<file path="src/rtl/mem_arbiter.sv">
// Shared single-port memory arbiter between instruction fetch and data access.
// Data wins by default; a starvation limit forces fetch through after a run of contested data grants.
module mem_arbiter #(
  parameter int unsigned STARVE_LIMIT = 4,
  parameter int unsigned TIMEOUT      = 255
) (
  input  logic        i_clk,
  input  logic        i_rst,
  input  logic        i_if_req,
  input  logic [31:0] i_if_addr,
  input  logic        i_flush_fetch,
  output logic [31:0] o_if_rdata,
  output logic        o_if_done,
  input  logic        i_dm_req,
  input  logic        i_dm_we,
  input  logic [3:0]  i_dm_be,
  input  logic [31:0] i_dm_addr,
  input  logic [31:0] i_dm_wdata,
  output logic [31:0] o_dm_rdata,
  output logic        o_dm_done,
  output logic        o_mem_req,
  output logic        o_mem_we,
  output logic [3:0]  o_mem_be,
  output logic [31:0] o_mem_addr,
  output logic [31:0] o_mem_wdata,
  input  logic [31:0] i_mem_rdata,
  input  logic        i_mem_ack,
  output logic        o_bus_err
);

  localparam int unsigned StreakW = $clog2(STARVE_LIMIT + 1);
  localparam int unsigned TcntW   = (TIMEOUT > 1) ? $clog2(TIMEOUT) : 1;
  localparam logic [StreakW-1:0] StreakMax = StreakW'(STARVE_LIMIT);
  localparam logic [TcntW-1:0]   TcntLast  = TcntW'(TIMEOUT - 1);

  typedef enum logic [1:0] {StIdle, StBusy, StResp} state_e;
  typedef enum logic {OwnIf, OwnDm} owner_e;

  state_e              r_state, w_state_d;
  owner_e              r_owner, w_owner_d;
  logic                r_kill, w_kill_d;
  logic [StreakW-1:0]  r_streak, w_streak_d;
  logic [TcntW-1:0]    r_tcnt, w_tcnt_d;
  logic                r_mem_req, w_mem_req_d;
  logic                r_mem_we, w_mem_we_d;
  logic [3:0]          r_mem_be, w_mem_be_d;
  logic [31:0]         r_mem_addr, w_mem_addr_d;
  logic [31:0]         r_mem_wdata, w_mem_wdata_d;
  logic [31:0]         r_if_rdata, w_if_rdata_d;
  logic [31:0]         r_dm_rdata, w_dm_rdata_d;
  logic                r_if_done, w_if_done_d;
  logic                r_dm_done, w_dm_done_d;
  logic                r_bus_err, w_bus_err_d;

  logic w_grant_dm;
  logic w_grant_if;
  logic w_timeout;
  logic w_finish;
  logic w_if_visible;

  always_ff @(posedge i_clk) begin
    if (i_rst) begin
      r_state     <= StIdle;
      r_owner     <= OwnIf;
      r_kill      <= 1'b0;
      r_streak    <= '0;
      r_tcnt      <= '0;
      r_mem_req   <= 1'b0;
      r_mem_we    <= 1'b0;
      r_mem_be    <= 4'h0;
      r_mem_addr  <= 32'h0;
      r_mem_wdata <= 32'h0;
      r_if_rdata  <= 32'h0;
      r_dm_rdata  <= 32'h0;
      r_if_done   <= 1'b0;
      r_dm_done   <= 1'b0;
      r_bus_err   <= 1'b0;
    end else begin
      r_state     <= w_state_d;
      r_owner     <= w_owner_d;
      r_kill      <= w_kill_d;
      r_streak    <= w_streak_d;
      r_tcnt      <= w_tcnt_d;
      r_mem_req   <= w_mem_req_d;
      r_mem_we    <= w_mem_we_d;
      r_mem_be    <= w_mem_be_d;
      r_mem_addr  <= w_mem_addr_d;
      r_mem_wdata <= w_mem_wdata_d;
      r_if_rdata  <= w_if_rdata_d;
      r_dm_rdata  <= w_dm_rdata_d;
      r_if_done   <= w_if_done_d;
      r_dm_done   <= w_dm_done_d;
      r_bus_err   <= w_bus_err_d;
    end
  end

  always_comb begin
    w_state_d     = r_state;
    w_owner_d     = r_owner;
    w_kill_d      = r_kill;
    w_streak_d    = r_streak;
    w_tcnt_d      = r_tcnt;
    w_mem_req_d   = r_mem_req;
    w_mem_we_d    = r_mem_we;
    w_mem_be_d    = r_mem_be;
    w_mem_addr_d  = r_mem_addr;
    w_mem_wdata_d = r_mem_wdata;
    w_if_rdata_d  = r_if_rdata;
    w_dm_rdata_d  = r_dm_rdata;
    w_if_done_d   = 1'b0;
    w_dm_done_d   = 1'b0;
    w_bus_err_d   = 1'b0;
    w_grant_dm    = 1'b0;
    w_grant_if    = 1'b0;
    w_timeout     = 1'b0;
    w_finish      = 1'b0;
    w_if_visible  = 1'b0;

    unique case (r_state)
      StIdle: begin
        w_grant_dm = i_dm_req && !(i_if_req && (r_streak == StreakMax));
        w_grant_if = !w_grant_dm && i_if_req && !i_flush_fetch;
        if (w_grant_dm) begin
          w_owner_d     = OwnDm;
          w_mem_we_d    = i_dm_we;
          w_mem_be_d    = i_dm_be;
          w_mem_addr_d  = i_dm_addr;
          w_mem_wdata_d = i_dm_wdata;
          // Only contested data grants count toward forcing fetch through.
          if (i_if_req) begin
            w_streak_d = (r_streak == StreakMax) ? r_streak : r_streak + 1'b1;
          end else begin
            w_streak_d = '0;
          end
        end else if (w_grant_if) begin
          w_owner_d     = OwnIf;
          w_mem_we_d    = 1'b0;
          w_mem_be_d    = 4'hF;
          w_mem_addr_d  = i_if_addr;
          w_mem_wdata_d = 32'h0;
          w_streak_d    = '0;
        end
        if (w_grant_dm || w_grant_if) begin
          w_mem_req_d = 1'b1;
          w_tcnt_d    = '0;
          w_kill_d    = 1'b0;
          w_state_d   = StBusy;
        end
      end

      StBusy: begin
        if ((r_owner == OwnIf) && i_flush_fetch) begin
          w_kill_d = 1'b1;
        end
        w_timeout = !i_mem_ack && (r_tcnt == TcntLast);
        w_finish  = i_mem_ack || w_timeout;
        if (w_finish) begin
          w_mem_req_d = 1'b0;
          w_state_d   = StResp;
          if (r_owner == OwnDm) begin
            w_dm_done_d = 1'b1;
            w_bus_err_d = w_timeout;
            if (w_timeout) begin
              w_dm_rdata_d = 32'h0;
            end else if (!r_mem_we) begin
              w_dm_rdata_d = i_mem_rdata;
            end
          end else begin
            w_if_rdata_d = w_timeout ? 32'h0 : i_mem_rdata;
            // done is registered, so a flush on the completing edge is the last one that can kill it
            w_if_visible = !(r_kill || i_flush_fetch);
            w_if_done_d  = w_if_visible;
            w_bus_err_d  = w_timeout && w_if_visible;
          end
        end else begin
          w_tcnt_d = r_tcnt + 1'b1;
        end
      end

      StResp: begin
        w_state_d = StIdle;
      end

      default: begin
        w_state_d = StIdle;
      end
    endcase
  end

  assign o_if_rdata  = r_if_rdata;
  assign o_if_done   = r_if_done;
  assign o_dm_rdata  = r_dm_rdata;
  assign o_dm_done   = r_dm_done;
  assign o_mem_req   = r_mem_req;
  assign o_mem_we    = r_mem_we;
  assign o_mem_be    = r_mem_be;
  assign o_mem_addr  = r_mem_addr;
  assign o_mem_wdata = r_mem_wdata;
  assign o_bus_err   = r_bus_err;

endmodule

</file>
<file path="config.mk">
export PLATFORM = sky130hd
export DESIGN_NAME = mem_arbiter
export DESIGN_NICKNAME = d
export VERILOG_FILES = /design/src/rtl/mem_arbiter.sv
export SDC_FILE = /design/constraint.sdc
export NUM_CORES = 1
export LEC_CHECK = 0
export ABC_AREA = 0
export CORE_MARGIN = 2
export CORE_UTILIZATION = 25
export DETAILED_ROUTE_END_ITERATION = 7
export PLACE_DENSITY_LB_ADDON = 0.25
export SETUP_SLACK_MARGIN = 0.4
export SYNTH_ARGS = -nofsm -noshare
export SYNTH_HDL_FRONTEND = slang
export SYNTH_SLANG_ARGS = --single-unit
</file>
<file path="constraint.sdc">
create_clock -name i_clk -period 3.27 [get_ports i_clk]
set_input_delay 0.4905 -clock i_clk [delete_from_list [all_inputs] [get_ports i_clk]]
set_output_delay 0.4905 -clock i_clk [all_outputs]
set_load 0.05 [all_outputs]
</file>
==> results.toml, run 1 <==
[status]
status = "finished, final reports clean"

[logic_synthesis]
avgSynthCellArea_sq_um = 9.83
synth-async-reset-ratio = 0
synth_ff_type = "dfxtp_1"
synth_warnings = 0
synth-edff-count = 0
ys_seq_area_frac = 0.523
synth.ff_latch_count = 152
syn_area_sq_um = 5820
netlist-cell-type-count = 48
syn_inst = 592
synth_fp_nets = 735

[hold_path]
worstHoldPathType = "input port to flop"
min_to = "r_tcnt[1]$_SDFFE_PP0P_"
holdPathStages = 2
min-delay-start = "i_rst"

[layout]
drive_above_1_share = 0.0897
n_antenna_cell = 0
area_delta_synth_final_pct = 62.5
fin_nets = 988
final_cells = 1171
fill_cells = 2203

[global_routing]
grt_max_degree = 70
grt_antenna_before_repair = 1
overflow = 0
grt_usage = 0.148
grt_pass1_vias = 5230
grt_pass1_wl_microns = 28800

[sta]
setup_viol = 0
fin_crit_sh = 0.645
rsz0062_at_grt = "false"
skew_ps = 13.8
hold_violations = 0
maxSlewViolCount = 0
relSlewSlack = 0.377
period_needed_ps = 2110
tns_ps = 0
worstMarginPinSlew_ps = 934
fmax_mhz = 474

[critical_path]
crit_type = "flop to flop"
worst_ep_arrival_time_ps = 2410
r2r_slack_ps = 1160
worst_r2r_endpoint = "o_dm_rdata[31]$_SDFFE_PP0P_"
crit_start = "r_tcnt[0]$_SDFFE_PP0P_"
critPathMaxFanout = 32
ff2ff_path_depth = 7
cp-end-kind = "flop"
cp-start-kind = "flop"
worst_ep_required_time_ps = 3570
r2r-start = "r_tcnt[0]$_SDFFE_PP0P_"

[route]
drc_errors = 0
wl_met1_microns = 7970
first_pass_iters = 4
vias = 5412
wl_met2_microns = 8540
vias_per_cell = 4.62
drtIter0Drc = 338
dr_wl_met3_microns = 1340
wl_per_cell_microns = 15.6
ant_nets = 0
dr.max_layer_used = "met4"
totalWireLength_microns = 18300

[clock_network]
cts_setup_buffers = 0
cts_buffers = 17
cts_resized = 0
path_clk_slew_ps = 60
hold_buffers = 0
ctsLongestPathBuffers = 2
h-tree-depth = 4
clock_sinks = 152
clock_latency_ps = 420
root_buffer = "clkbuf_16"
cts_tree = "built"

[placement]
place_congestion = 0.730
numPlacedInstances = 1139
io_buffers = 275
place.detailed.hpwl_microns = 12500

[flow_run]
drv_cap = 0

[floorplan]
die-area_sq_um = 24500
initial_core_util = 0.256
dieHeight_microns = 157
die_x_microns = 157
core_region_area_sq_um = 22800
boundaryPins = 276
rows = 55

[power_and_ir_drop]
peakVddDrop_mv = 0.255
p_per_area_nw_per_um2 = 546
p_total_uw = 5170
p_leak_uw = 0.00338
-- worst max-delay path by stage --
stage / endpoint
after global routing: o_dm_rdata[2]$_SDFFE_PP0P_
after floorplan: o_mem_wdata[19]$_SDFFE_PP0P_
after detailed placement: o_mem_addr[7]$_SDFFE_PP0P_
final: o_dm_rdata[31]$_SDFFE_PP0P_
after CTS: o_mem_addr[4]
after global placement: o_mem_addr[19]$_SDFFE_PP0P_
-- cells by family after synthesis --
kind of cell,synth area share
and+or+nand+nor,0.145
DFF,0.523
adders and majority gates,0.00860
buffers and inverters,0.0462
AOI/OAI and AO/OA,0.274
muxes,0.00172
xor gates and xnor gates,0.00151
-- worst max-delay path, stage by stage, from the launching register on --
cell,delay (ps)
dfxtp_1,360
inv_1,80
ha_1,240
nand3_1,240
o31ai_1,450
a31oi_4,120
buf_4,270
a22o_1,230
-- placed cells by master, fill, tap and decap left out, drive strengths merged, types with 3 or more instances in the layout --
master,synthesis,layout
a311oi,33,33
clkbuf,30,21
nand2,103,103
a22o,65,65
ha,4,4
a21oi,38,38
clkinv,0,3
nor2,47,47
o21ai,5,5
dfxtp,152,152
nor3,3,3
buf,22,12
a31oi,3,3
o31ai,36,36
clkdlybuf4s50,0,274
a211oi,6,6
inv,5,7
bufinv,0,3
and3,3,3
nand3,8,8
nand2b,3,3
clkinvlp,0,3
-- flip-flops by register name, summed over array words and instances, names as in the netlist --
signal / count
o_mem_wdata: 32
o_dm_done: 1
o_mem_addr: 32
r_streak: 3
o_mem_be: 4
o_mem_req: 1
r_owner: 1
o_bus_err: 1
r_state: 2
r_tcnt: 8
o_if_done: 1
o_if_rdata: 32
r_kill: 1
o_mem_we: 1
o_dm_rdata: 32
-- metrics by stage --
step	utilization	setup slack [ps]	hold slack, ps	instance area, sq um
final	0.415	1160	414	9460
after detailed placement	0.389	789	454	8850
after global routing	0.415	1020	394	9460
after CTS	0.415	1130	391	9460
after global placement	0.389	842	454	8850
after floorplan	-	1520	454	5820
-- synth_stat cells (4+ instances only) --
library cell  number  area share
dfxtp_1          152        0.52
o31ai_1           36       0.046
nand2_1          103       0.066
nor2_1            46       0.030
a21oi_1           38       0.033
nand3_1            7      0.0060
a22o_1            65       0.098
clkbuf_1          30       0.019
a311oi_2          20       0.052
ha_1               4      0.0086
a311oi_1          13       0.020
a211oi_1           5      0.0064
inv_1              5      0.0032
buf_2             14       0.012
buf_6              4      0.0077
-- per-layer routing --
layer  GRT usage  vias to the layer above
met5           0                        -
met3      0.0532                       26
met4      0.0546                        0
met1       0.182                     2532
met2       0.237                      176
li1            -                     2678
-- where the power goes --
group	switching (uW)	leakage, uW	internal, uW
sequential	58.5	0.00124	1960
combinational	676	0.00185	437
clock	792	0.000290	1240
total	1530	0.00338	3640
-- cell type report --
type | count | area, sq um | area share
flip-flops and latches | 152 | 3040 | 0.322
repair buffers | 286 | 2850 | 0.301
multi-input cells | 383 | 2550 | 0.270
clock buffers | 21 | 460 | 0.0487
well taps | 313 | 392 | 0.0414
clock inverters | 11 | 145 | 0.0153
inverters | 5 | 18.8 | 0.00198
(Power assumes the default switching activity.)
==> inputs of run 2 (changes only) <==
==> constraint.sdc (replaced) <==
create_clock -name i_clk -period 2 [get_ports i_clk]
set_input_delay 0.3 -clock i_clk [delete_from_list [all_inputs] [get_ports i_clk]]
set_output_delay 0.3 -clock i_clk [all_outputs]
set_load 0.05 [all_outputs]
==> run 2 against run 1 <==
Net effect:
- wire length up 14%
- critical path type is now input port to flop
- critical path depth fell by 1
- highest routed layer unchanged
- largest cell class unchanged
- combinational power grew 76%
- largest power group unchanged
==> results.toml, run 2 (synthesized netlist as in run 1, its figures left out) <==
[power_and_ir_drop]
p_comb_frac = 0.224
switching_share = 0.303
pwr-share-seq = 0.379
peakVddDrop_mv = 0.482
power_frac_clock = 0.397
p_leak_uw = 0.00382
p_per_area_nw_per_um2 = 893
power.switching_uw = 2640
p_int_uw = 6070

[global_routing]
overflow = 0
grt_pass1_wl_microns = 30200
grt_antenna_before_repair = 0
grt_max_degree = 56
grt_usage = 0.157
grt_pass1_vias = 5468

[route]
drc_errors = 0
ant_nets = 0
vias = 5663
drtIter0Drc = 249
wl_per_cell_microns = 17.4
vias_per_cell = 4.72
totalWireLength_microns = 20800
first_pass_iters = 4

[placement]
place_congestion = 0.774
io_buffers = 275
place_ws_ps = 34.5
place.detailed.hpwl_microns = 13100

[critical_path]
crit_type = "input port to flop"
critPathMaxFanout = 10
slowest_stage = "clkdlybuf4s50_1"
critPathTopFamily = "buffers and inverters"
cpPeakStageDelay_ps = 520
worst_ep_arrival_time_ps = 1960
cp-end-kind = "flop"
worst-path-buf-inv = 2
worst_ep_required_time_ps = 2320
path_cells = "clkdlybuf4s50_1 > nor4b_4 > a21o_4 > clkbuf_16 > nor2_1 > a311oi_1"
cp-start-kind = "input port"

[sta]
fmax_mhz = 611
skew_ps = 8.14
worstMarginPinSlew_ps = 709
hold_violations = 0
rsz0062_at_grt = "true"
fin_crit_sh = 0.818
relSlewSlack = 0.527
setup_ws_ps = 363
tns_ps = 0
setup_viol = 0
period_needed_ps = 1640
maxSlewViolCount = 0

[status]
status = "finished, final reports clean"

[floorplan]
die-area_sq_um = 24500
boundaryPins = 276
dieHeight_microns = 157
rows = 55
core_region_area_sq_um = 22800
die_x_microns = 157
initial_core_util = 0.256

[clock_network]
cts_tree = "built"
hold_buffers = 0
clock_latency_ps = 420
root_buffer = "clkbuf_16"
ctsLongestPathBuffers = 2
h-tree-depth = 4
cts_buffers = 17
clock_sinks = 152
path_clk_slew_ps = 60

[layout]
layout_commonest_cell = "dfxtp_1"
final_util = 0.428
mostFrequentLayoutCells = "dfxtp_1, clkdlybuf4s50_1, nand2_1"
n_antenna_cell = 0
fin_nets = 1018
fill_cells = 2268
area_delta_synth_final_pct = 67.4
drive_above_1_share = 0.280

[hold_path]
worstHoldPathType = "input port to flop"

[flow_run]
drv_cap = 0
-- run 2: metal layers --
metal / vias to the layer above / routed length, microns / track usage
met5: - / 0 / 0
met4: 0 / 391 / 0.0550
met3: 26 / 1430 / 0.0551
met2: 178 / 10000 / 0.258
met1: 2712 / 8980 / 0.191
li1: 2747 / - / -
-- run 2: path summary, 6_finish.rpt --
kind | from | to | slack (ps) | cells past startpoint
max | i_flush_fetch | o_mem_addr[3]$_SDFFE_PP0P_ | 360 | 6
min | i_rst | r_state[1]$_SDFFE_PP0P_ | 180 | 2
max reg2reg | r_state[0]$_SDFFE_PP0P_ | o_mem_addr[3]$_SDFFE_PP0P_ | 380 | 5
min reg2reg | r_streak[0]$_SDFFE_PP0P_ | r_streak[0]$_SDFFE_PP0P_ | 460 | 1
-- run 2: area by class of cell --
type,instances,area (sq um),share of cell area
Clock inverter,14,199,0.0204
Tap cell,313,392,0.0402
Timing Repair Buffer,316,3000,0.308
Inverter,5,18.8,0.00193
Sequential cell,152,3060,0.314
Multi-Input combinational cell,383,2650,0.272
Clock buffer,18,429,0.0440
-- run 2: repair_timing --
item	4_1_cts	5_1_grt
pin swaps	3	6
hold endpoints to repair	0	0
buffers inserted	1	3
gates resized for setup	303	121
setup endpoints to repair	237	197
gates cloned	1	11
-- run 2: stage by stage --
step | hold slack [ps] | cells | instance area, sq um | power [uW]
final | 176 | 1201 | 9740 | 8710
after detailed placement | 457 | 1153 | 9100 | 5280
after CTS | 169 | 1187 | 9840 | 8730
after global routing | 176 | 1201 | 9740 | 9080
after floorplan | 433 | 592 | 5830 | 4450
after global placement | 454 | 1153 | 9100 | 5280
-- run 2: power groups by stage --
stage          clock [uW]  combinational [uW]  sequential, uW
6_report             3450                1950            3300
3_3_place_gp            0                1910            3360
2_1_floorplan           0                 513            3940
5_1_grt              3700                2060            3320
4_1_cts              3550                1880            3300
3_5_place_dp            0                1920            3360
==> inputs of run 3 (changes only) <==
==> constraint.sdc (replaced) <==
create_clock -name i_clk -period 1.6 [get_ports i_clk]
set_input_delay 0.24 -clock i_clk [delete_from_list [all_inputs] [get_ports i_clk]]
set_output_delay 0.24 -clock i_clk [all_outputs]
set_load 0.05 [all_outputs]
==> run 3 against run 2 <==
Net effect:
- die area stayed put
- clock-buffer cell count stayed put
- via count is 2.4% higher
- total power is 25% higher
- worst setup slack worse by 300 ps
- final cell count is 3.5% higher
- flip-flop and latch count stayed put
- non-clock buffer count is 41 higher
- first-iteration DRC count is 5.2% higher
- critical path depth is 1 higher
- critical path type is now flop to flop
- critical endpoint is now o_mem_wdata[13]$_SDFFE_PP0P_
- largest power group is now sequential cells
==> results.toml, run 3 (synthesized netlist as in run 1, its figures left out) <==
[sta]
setup_ws_ps = 61.0
relSlewSlack = 0.552
tns_ps = 0
skew_ps = 14.7
fmax_mhz = 650
period_needed_ps = 1540
fin_crit_sh = 0.962
maxSlewViolCount = 0
worstMarginPinSlew_ps = 673
rsz0062_at_grt = "true"
setup_viol = 0
hold_violations = 0

[critical_path]
cp-end-kind = "flop"
cp-start-kind = "flop"
worst_ep_required_time_ps = 1920
worst_ep_arrival_time_ps = 1860
critPathMaxFanout = 7
crit_type = "flop to flop"

[power_and_ir_drop]
p_leak_uw = 0.00422
switching_share = 0.321
p_per_area_nw_per_um2 = 1040
p_int_uw = 7410
peakVddDrop_mv = 0.576
power_frac_clock = 0.372
pwr-share-seq = 0.382
p_comb_frac = 0.246
power.switching_uw = 3510

[clock_network]
h-tree-depth = 4
cts_buffers = 17
path_clk_slew_ps = 70
cts_tree = "built"
root_buffer = "clkbuf_16"
ctsLongestPathBuffers = 2
clock_latency_ps = 430
clock_sinks = 152

[placement]
place_congestion = 0.733
place.detailed.hpwl_microns = 13900
io_buffers = 275
place_ws_ps = -399

[global_routing]
grt_antenna_before_repair = 1
overflow = 0
grt_pass1_vias = 5663
grt_max_degree = 48
grt_pass1_wl_microns = 30700
grt_usage = 0.158

[floorplan]
die-area_sq_um = 24500
rows = 55
initial_core_util = 0.256
core_region_area_sq_um = 22800
boundaryPins = 276
die_x_microns = 157
dieHeight_microns = 157

[route]
ant_nets = 0
drtIter0Drc = 262
wl_per_cell_microns = 17.0
drc_errors = 0
vias_per_cell = 4.67
first_pass_iters = 4
vias = 5800
totalWireLength_microns = 21200

[layout]
fin_nets = 1060
n_antenna_cell = 0
area_delta_synth_final_pct = 79.9
final_util = 0.460
layout_commonest_cell = "buf_4"
drive_above_1_share = 0.397
mostFrequentLayoutCells = "buf_4, clkdlybuf4s50_1, dfxtp_1"

[status]
status = "finished, final reports clean"

[flow_run]
drv_cap = 0

[hold_path]
worstHoldPathType = "input port to flop"
[run 3: cell count changes in the layout (fill, tap and decap cells not counted), moves of 6 or more]
cell	delta
buf_4	+130
buf_6	+24
buf_8	+28
clkbuf_2	-85
clkdlybuf4s15_1	-18
clkdlybuf4s15_2	-33
dfxtp_1	-31
dfxtp_2	+30
nand2_1	-9
nand2_2	+6
nor2_1	-6
nor2_2	+6
[run 3: per-layer routing]
metal  up-vias  GRT usage  routed length (microns)
met5         -          0                       13
met1      2735      0.203                     9580
li1       2833          -                        -
met3        17     0.0709                     1870
met4         2     0.0380                      206
met2       213      0.244                     9480
[run 3: worst paths after layout]
kind                                   start                            to  slack [ps]  cells after the start
setup reg to reg     r_state[1]$_SDFFE_PP0P_  o_mem_wdata[13]$_SDFFE_PP0P_          60                      7
setup / recovery     r_state[1]$_SDFFE_PP0P_  o_mem_wdata[13]$_SDFFE_PP0P_          60                      7
hold reg to reg   o_if_rdata[2]$_SDFFE_PP0P_    o_if_rdata[2]$_SDFFE_PP0P_         470                      2
hold / removal                         i_rst          r_owner$_SDFFE_PP0P_         210                      3
[run 3: cell type report]
type                    count  area (sq um)
clock buffers              18           429
clock inverters            14           158
fillers                  2188         12300
inverters                   5          18.8
multi-input cells         384          2790
flip-flops and latches    152          3100
well taps                 313           392
repair buffers            357          3580
[run 3: critical path, stage by stage (launching register included)]
cell      delay [ps]
dfxtp_4          390
nor4b_4          240
buf_4            170
buf_6            110
a211oi_4          30
buf_6            140
buf_4            160
a22o_1           180
[run 3: power groups by stage]
| stage | logic (uW) | clock network (uW) | registers [uW] |
|---|---|---|---|
| floorplan | 690 | 0 | 4930 |
| global placement | 2350 | 0 | 4220 |
| detailed placement | 2350 | 0 | 4220 |
| CTS | 2410 | 4210 | 4140 |
| global route | 2840 | 4350 | 4190 |
| finish | 2690 | 4070 | 4170 |
[run 3: through the flow]
| stage | area, sq um | std cells | hold WS, ps | total power [uW] |
|---|---|---|---|---|
| 6_report | 10500 | 1243 | 208 | 10900 |
| 5_1_grt | 10500 | 1243 | 185 | 11400 |
| 4_1_cts | 9740 | 1214 | 173 | 10800 |
| 3_5_place_dp | 8940 | 1176 | 458 | 6570 |
| 3_3_place_gp | 8940 | 1176 | 448 | 6570 |
| 2_1_floorplan | 6020 | 592 | 372 | 5620 |
[run 3: repair_timing]
| action | in CTS | in global routing |
|---|---|---|
| resized for setup | 38 | 130 |
| endpoints found under the setup margin | 289 | 289 |
| gates cloned | 1 | 9 |
| buffers inserted | 5 | 20 |
| hold buffers | 0 | 0 |
| pin swaps | 15 | 39 |
==> RTL edit 1: new RTL, config.mk and constraints of run 3 <==
The parameter `TIMEOUT` goes from 255 to 510.
--- a/src/rtl/mem_arbiter.sv
+++ b/src/rtl/mem_arbiter.sv
@@ -2,7 +2,7 @@
 // Data wins by default; a starvation limit forces fetch through after a run of contested data grants.
 module mem_arbiter #(
   parameter int unsigned STARVE_LIMIT = 4,
-  parameter int unsigned TIMEOUT      = 255
+  parameter int unsigned TIMEOUT      = 510
 ) (
   input  logic        i_clk,
   input  logic        i_rst,
Formal check against the unedited RTL: no difference found for any inputs over 4 cycles, from zero or initial values and one cycle with i_rst high; that may be too few to reach the edited logic, so the function may still have changed.
==> RTL edit 1 against run 3 <==
Count of clock-buffer cells in the layout decreased by 1; wire length increased by 3.4%; combinational power increased by 16%; final area increased by 16%; power increased by 4.1%; sequential cell count increased by 1; the run now ends with setup timing left; worst hold slack improved by 0.077 ns; synthesized area decreased by 0.39%; worst setup slack got worse by 0.17 ns.
==> RTL edit 1: results (changes against run 3) <==
<table>
<tr><th>Metric</th><th>Value</th></tr>
<tr><th colspan="2">Global route</th></tr>
<tr><td>Antenna violations before repair</td><td>0 (-1)</td></tr>
<tr><td>Aggregate global-route resource usage</td><td>0.1614 (+0.003081)</td></tr>
<tr><td>First-pass GRT wire length</td><td>31.26 mm (+1.9%)</td></tr>
<tr><td>Number of global-route vias before repair</td><td>5895 (+4.1%)</td></tr>
<tr><th colspan="2">Clock tree</th></tr>
<tr><td>Number of buffers inserted by post-CTS setup repair</td><td>13 (+8)</td></tr>
<tr><td>Count of instances resized after the clock tree is built</td><td>215 (+470%)</td></tr>
<tr><th colspan="2">Detailed routing</th></tr>
<tr><td>Average wire per standard cell</td><td>17.12 um (+0.58%)</td></tr>
<tr><td>Routed via count</td><td>6189 (+6.7%)</td></tr>
<tr><td>Violation count after the first detailed-route iteration</td><td>260 (-0.76%)</td></tr>
<tr><th colspan="2">Run status</th></tr>
<tr><td>Failing checks</td><td>setup timing</td></tr>
<tr><td>Outcome</td><td>finished, violations left</td></tr>
<tr><th colspan="2">Placed design</th></tr>
<tr><td>Weighted congestion at the end of routability-driven global placement</td><td>0.7774 (+6.0%)</td></tr>
<tr><td>Setup Slack @ Placement</td><td>-0.8107 ns (-0.4112 ns)</td></tr>
<tr><td>Detailed Place HPWL</td><td>13.07 mm (-5.8%)</td></tr>
<tr><td>Instance area at placement</td><td>0.008966 mm2 (+0.28%)</td></tr>
<tr><th colspan="2">Timing</th></tr>
<tr><td>Max Clock Skew</td><td>0.01393 ns (-0.0007623 ns)</td></tr>
<tr><td>Final WS setup</td><td>-0.1100 ns (-0.1710 ns)</td></tr>
<tr><td>Headroom to the max-slew limit</td><td>0.7192 (+0.1677)</td></tr>
<tr><td>Final setup viols</td><td>105 (+105)</td></tr>
<tr><th colspan="2">Finish</th></tr>
<tr><td>Total number of nets in the final design</td><td>1123 (+5.9%)</td></tr>
<tr><th colspan="2">Logic synthesis</th></tr>
<tr><td>Cell types with the largest area share after synthesis</td><td>dfxtp_1 53%, a22o_1 9.2%, nand3_1 4.6%, nand2_1 4.5%, a21oi_1 3.7%</td></tr>
<tr><td>Count of unique library cells instantiated by Yosys</td><td>51 (+6.3%)</td></tr>
<tr><td>Net count after synthesis</td><td>755 (+2.7%)</td></tr>
<tr><th colspan="2">Power</th></tr>
<tr><td>P_leak</td><td>0.004799 uW (+14%)</td></tr>
<tr><th colspan="2">Critical path</th></tr>
<tr><td>Launching element of the worst setup path</td><td>r_state[0]</td></tr>
<tr><td>Arrival time worst endpoint</td><td>2.03 ns (+0.17 ns)</td></tr>
</table>
## RTL edit 1: worst max-delay path, cell delays in order, from the launching register on
cell	delay, ns
dfxtp_4	0.35
buf_6	0.12
nor4b_4	0.34
a21o_4	0.26
buf_12	0.13
buf_12	0.12
nor2_4	0.04
a311oi_2	0.23
## RTL edit 1: final cells by class
type	instances	area share
multi-input combinational	405	0.2633
clock inverter	15	0.01192
timing repair buffer	399	0.3891
sequential	153	0.2702
clock buffer	17	0.03494
tap	285	0.02929
inverter	4	0.001233
## RTL edit 1: cell families after synthesis
family | after synthesis | synth area share
and+or+nand+nor | 207 | 0.1709
AOI/OAI and AO/OA | 191 | 0.2464
DFF | 153 | 0.5283
buffers and inverters | 56 | 0.04424
adders and majority gates | 4 | 0.008632
xor gates and xnor gates | 1 | 0.001511
## RTL edit 1: worst min path at each step
stage / endpoint / slack, ns / cells after the start
3_5_place_dp: o_mem_wdata[3] / 0.46 / 2
6_report: r_owner / 0.28 / 3
3_3_place_gp: o_if_rdata[3] / 0.46 / 2
5_1_grt: r_owner / 0.28 / 3
4_1_cts: r_state[0] / 0.29 / 3
2_1_floorplan: o_mem_we / 0.37 / 1
## RTL edit 1: where the power goes
part,leakage (uW),switching (uW),internal [uW]
sequential,0.00131,203,4060
clock,0.000278,1890,2080
combinational,0.00321,1620,1520
total,0.00480,3710,7660
## RTL edit 1: per-layer routing
layer,up-vias,GRT usage,wire length [um]
li1,3004,-,-
met1,2942,0.2036,9530
met2,219,0.2670,10630
met3,24,0.04376,1388
met4,0,0.05374,334
met5,-,0,0
## RTL edit 1: through the flow
step	setup TNS, ns	instances
global placement	-48.89	1174
finish	-3.222	1278
floorplan	0	612
global route	-11.64	1278
CTS	-0.3648	1223
detailed placement	-52.05	1174
==> RTL edit 2: new RTL, flow settings as in run 3 <==
Without the edit above. Encoding of `state_e`: now one-hot (3 bits for 3 states).
--- a/src/rtl/mem_arbiter.sv
+++ b/src/rtl/mem_arbiter.sv
@@ -33,7 +33,7 @@
   localparam logic [StreakW-1:0] StreakMax = StreakW'(STARVE_LIMIT);
   localparam logic [TcntW-1:0]   TcntLast  = TcntW'(TIMEOUT - 1);
 
-  typedef enum logic [1:0] {StIdle, StBusy, StResp} state_e;
+  typedef enum logic [2:0] {StIdle = 3'b001, StBusy = 3'b010, StResp = 3'b100} state_e;
   typedef enum logic {OwnIf, OwnDm} owner_e;
 
   state_e              r_state, w_state_d;
Function: same outputs for any inputs over 4 cycles, from zero or initial values and one cycle with i_rst high; so few cycles prove little.
==> RTL edit 2 against run 3 <==
The flow now finishes with violations (setup timing); clock skew decreased by 0.0052 ns; largest power group unchanged; wire length down 5.9%; via count decreased by 2.5%; clock power barely moved; synthesized area shrank 2.5%; critical path type unchanged; sequential cell count grew 1; synthesized cell count fell by 0.34%; critical path depth down 2; worst setup slack got worse by 0.061 ns; power up 4.4%; count of clock-buffer cells in the layout did not move; highest routed layer is now met4; sequential power up 3%; largest cell class unchanged; final area fell by 1.8%.
==> RTL edit 2: results (changes against run 3) <==
<table>
<tr><th>Metric</th><th>Value</th></tr>
<tr><th colspan="2">Global route</th></tr>
<tr><td>Fraction of met1 tracks used by global routing</td><td>0.1870 (-0.01572)</td></tr>
<tr><td>Met2 Usage GRT</td><td>0.2307 (-0.01331)</td></tr>
<tr><td>Largest net degree at the start of global routing</td><td>41 (-15%)</td></tr>
<tr><td>GR Util met3</td><td>0.04903 (-0.02186)</td></tr>
<tr><th colspan="2">Critical path</th></tr>
<tr><td>Maximum fanout along the worst path</td><td>6 (-1)</td></tr>
<tr><td>Max stage delay on crit path</td><td>0.45 ns (+0.06 ns)</td></tr>
<tr><td>Capture point of the critical path</td><td>r_tcnt[3]</td></tr>
<tr><th colspan="2">Power</th></tr>
<tr><td>Worst ir drop on vdd</td><td>0.6003 mV (+4.1%)</td></tr>
<tr><td>P_leak</td><td>0.004135 uW (-1.9%)</td></tr>
<tr><th colspan="2">Logic synthesis</th></tr>
<tr><td>Top post-synthesis cells by count</td><td>153 x dfxtp_1, 70 x nand2_1, 65 x a22o_1, 44 x nor2_1, 40 x a21oi_1</td></tr>
<tr><td>Net count after synthesis</td><td>733 (-0.27%)</td></tr>
<tr><td>Area fraction in compound gates after synthesis</td><td>0.2402 (-0.03368)</td></tr>
<tr><td>Sequential-to-total area share from yosys stat</td><td>0.5399 (+0.01713)</td></tr>
<tr><td>Cell types with the largest area share after synthesis</td><td>dfxtp_1 54%, a22o_1 10%, a311oi_1 4.8%, nand2_1 4.6%, a21oi_1 3.5%</td></tr>
<tr><th colspan="2">Detailed routing</th></tr>
<tr><td>Total met3 wirelength after detailed routing</td><td>1.557 mm (-17%)</td></tr>
<tr><td>Highest signal layer in the routed design</td><td>met4</td></tr>
<tr><td>Final Routed Wirelength</td><td>19.91 mm (-5.9%)</td></tr>
<tr><td>Routed length on met1</td><td>8.816 mm (-8.0%)</td></tr>
<tr><td>Routed via count</td><td>5655 (-2.5%)</td></tr>
<tr><td>Total met2 wirelength after detailed routing</td><td>9.287 mm (-2.1%)</td></tr>
<tr><th colspan="2">Run status</th></tr>
<tr><td>Failing checks</td><td>setup timing</td></tr>
<tr><td>Outcome</td><td>finished, violations left</td></tr>
<tr><th colspan="2">Worst hold path</th></tr>
<tr><td>Hold-critical path endpoint</td><td>r_streak[0]</td></tr>
<tr><td>Depth of the worst hold-timing path</td><td>2 (-1)</td></tr>
<tr><th colspan="2">Timing</th></tr>
<tr><td>Worst hold margin</td><td>0.2172 ns (+0.009041 ns)</td></tr>
<tr><td>Max Clock Skew</td><td>0.009493 ns (-0.005204 ns)</td></tr>
<tr><td>Headroom to the max-slew limit</td><td>0.7473 (+0.1958)</td></tr>
<tr><td>Final setup viols</td><td>1 (+1)</td></tr>
<tr><td>Final WS setup</td><td>-0.0004579 ns (-0.06141 ns)</td></tr>
<tr><th colspan="2">Placed design</th></tr>
<tr><td>Placed cells</td><td>1140 (-3.1%)</td></tr>
<tr><th colspan="2">Finish</th></tr>
<tr><td>Total number of nets in the final design</td><td>1041 (-1.8%)</td></tr>
</table>
RTL edit 2: logic make-up after synthesis:
group / count (synthesis)
buf+inv: 56
flops: 153
simple gates: 186
fa+ha+maj: 4
compound gates: 189
xor+xnor: 2
RTL edit 2: power by group:
| part | leakage (uW) | switching [uW] | internal [uW] | total, uW |
|---|---|---|---|---|
| Clock | 0.000288 | 1810 | 2260 | 4060 |
| Combinational | 0.00258 | 1680 | 1380 | 3060 |
| Sequential | 0.00127 | 188 | 4090 | 4280 |
| Total | 0.00413 | 3680 | 7730 | 11400 |
RTL edit 2: repair_timing:
action / 4_1_cts / 5_1_grt
pin swaps: 0 / 16
gates cloned: 1 / 11
resized for setup: 5 / 182
setup endpoints to repair: 281 / 290
buffers inserted: 0 / 12
RTL edit 2: cell type report:
class,instances,share of cell area
repair buffers,338,0.3359
flip-flops and latches,153,0.3047
multi-input cells,382,0.2643
clock buffers,18,0.04272
well taps,285,0.03468
clock inverters,14,0.01546
inverters,6,0.002191
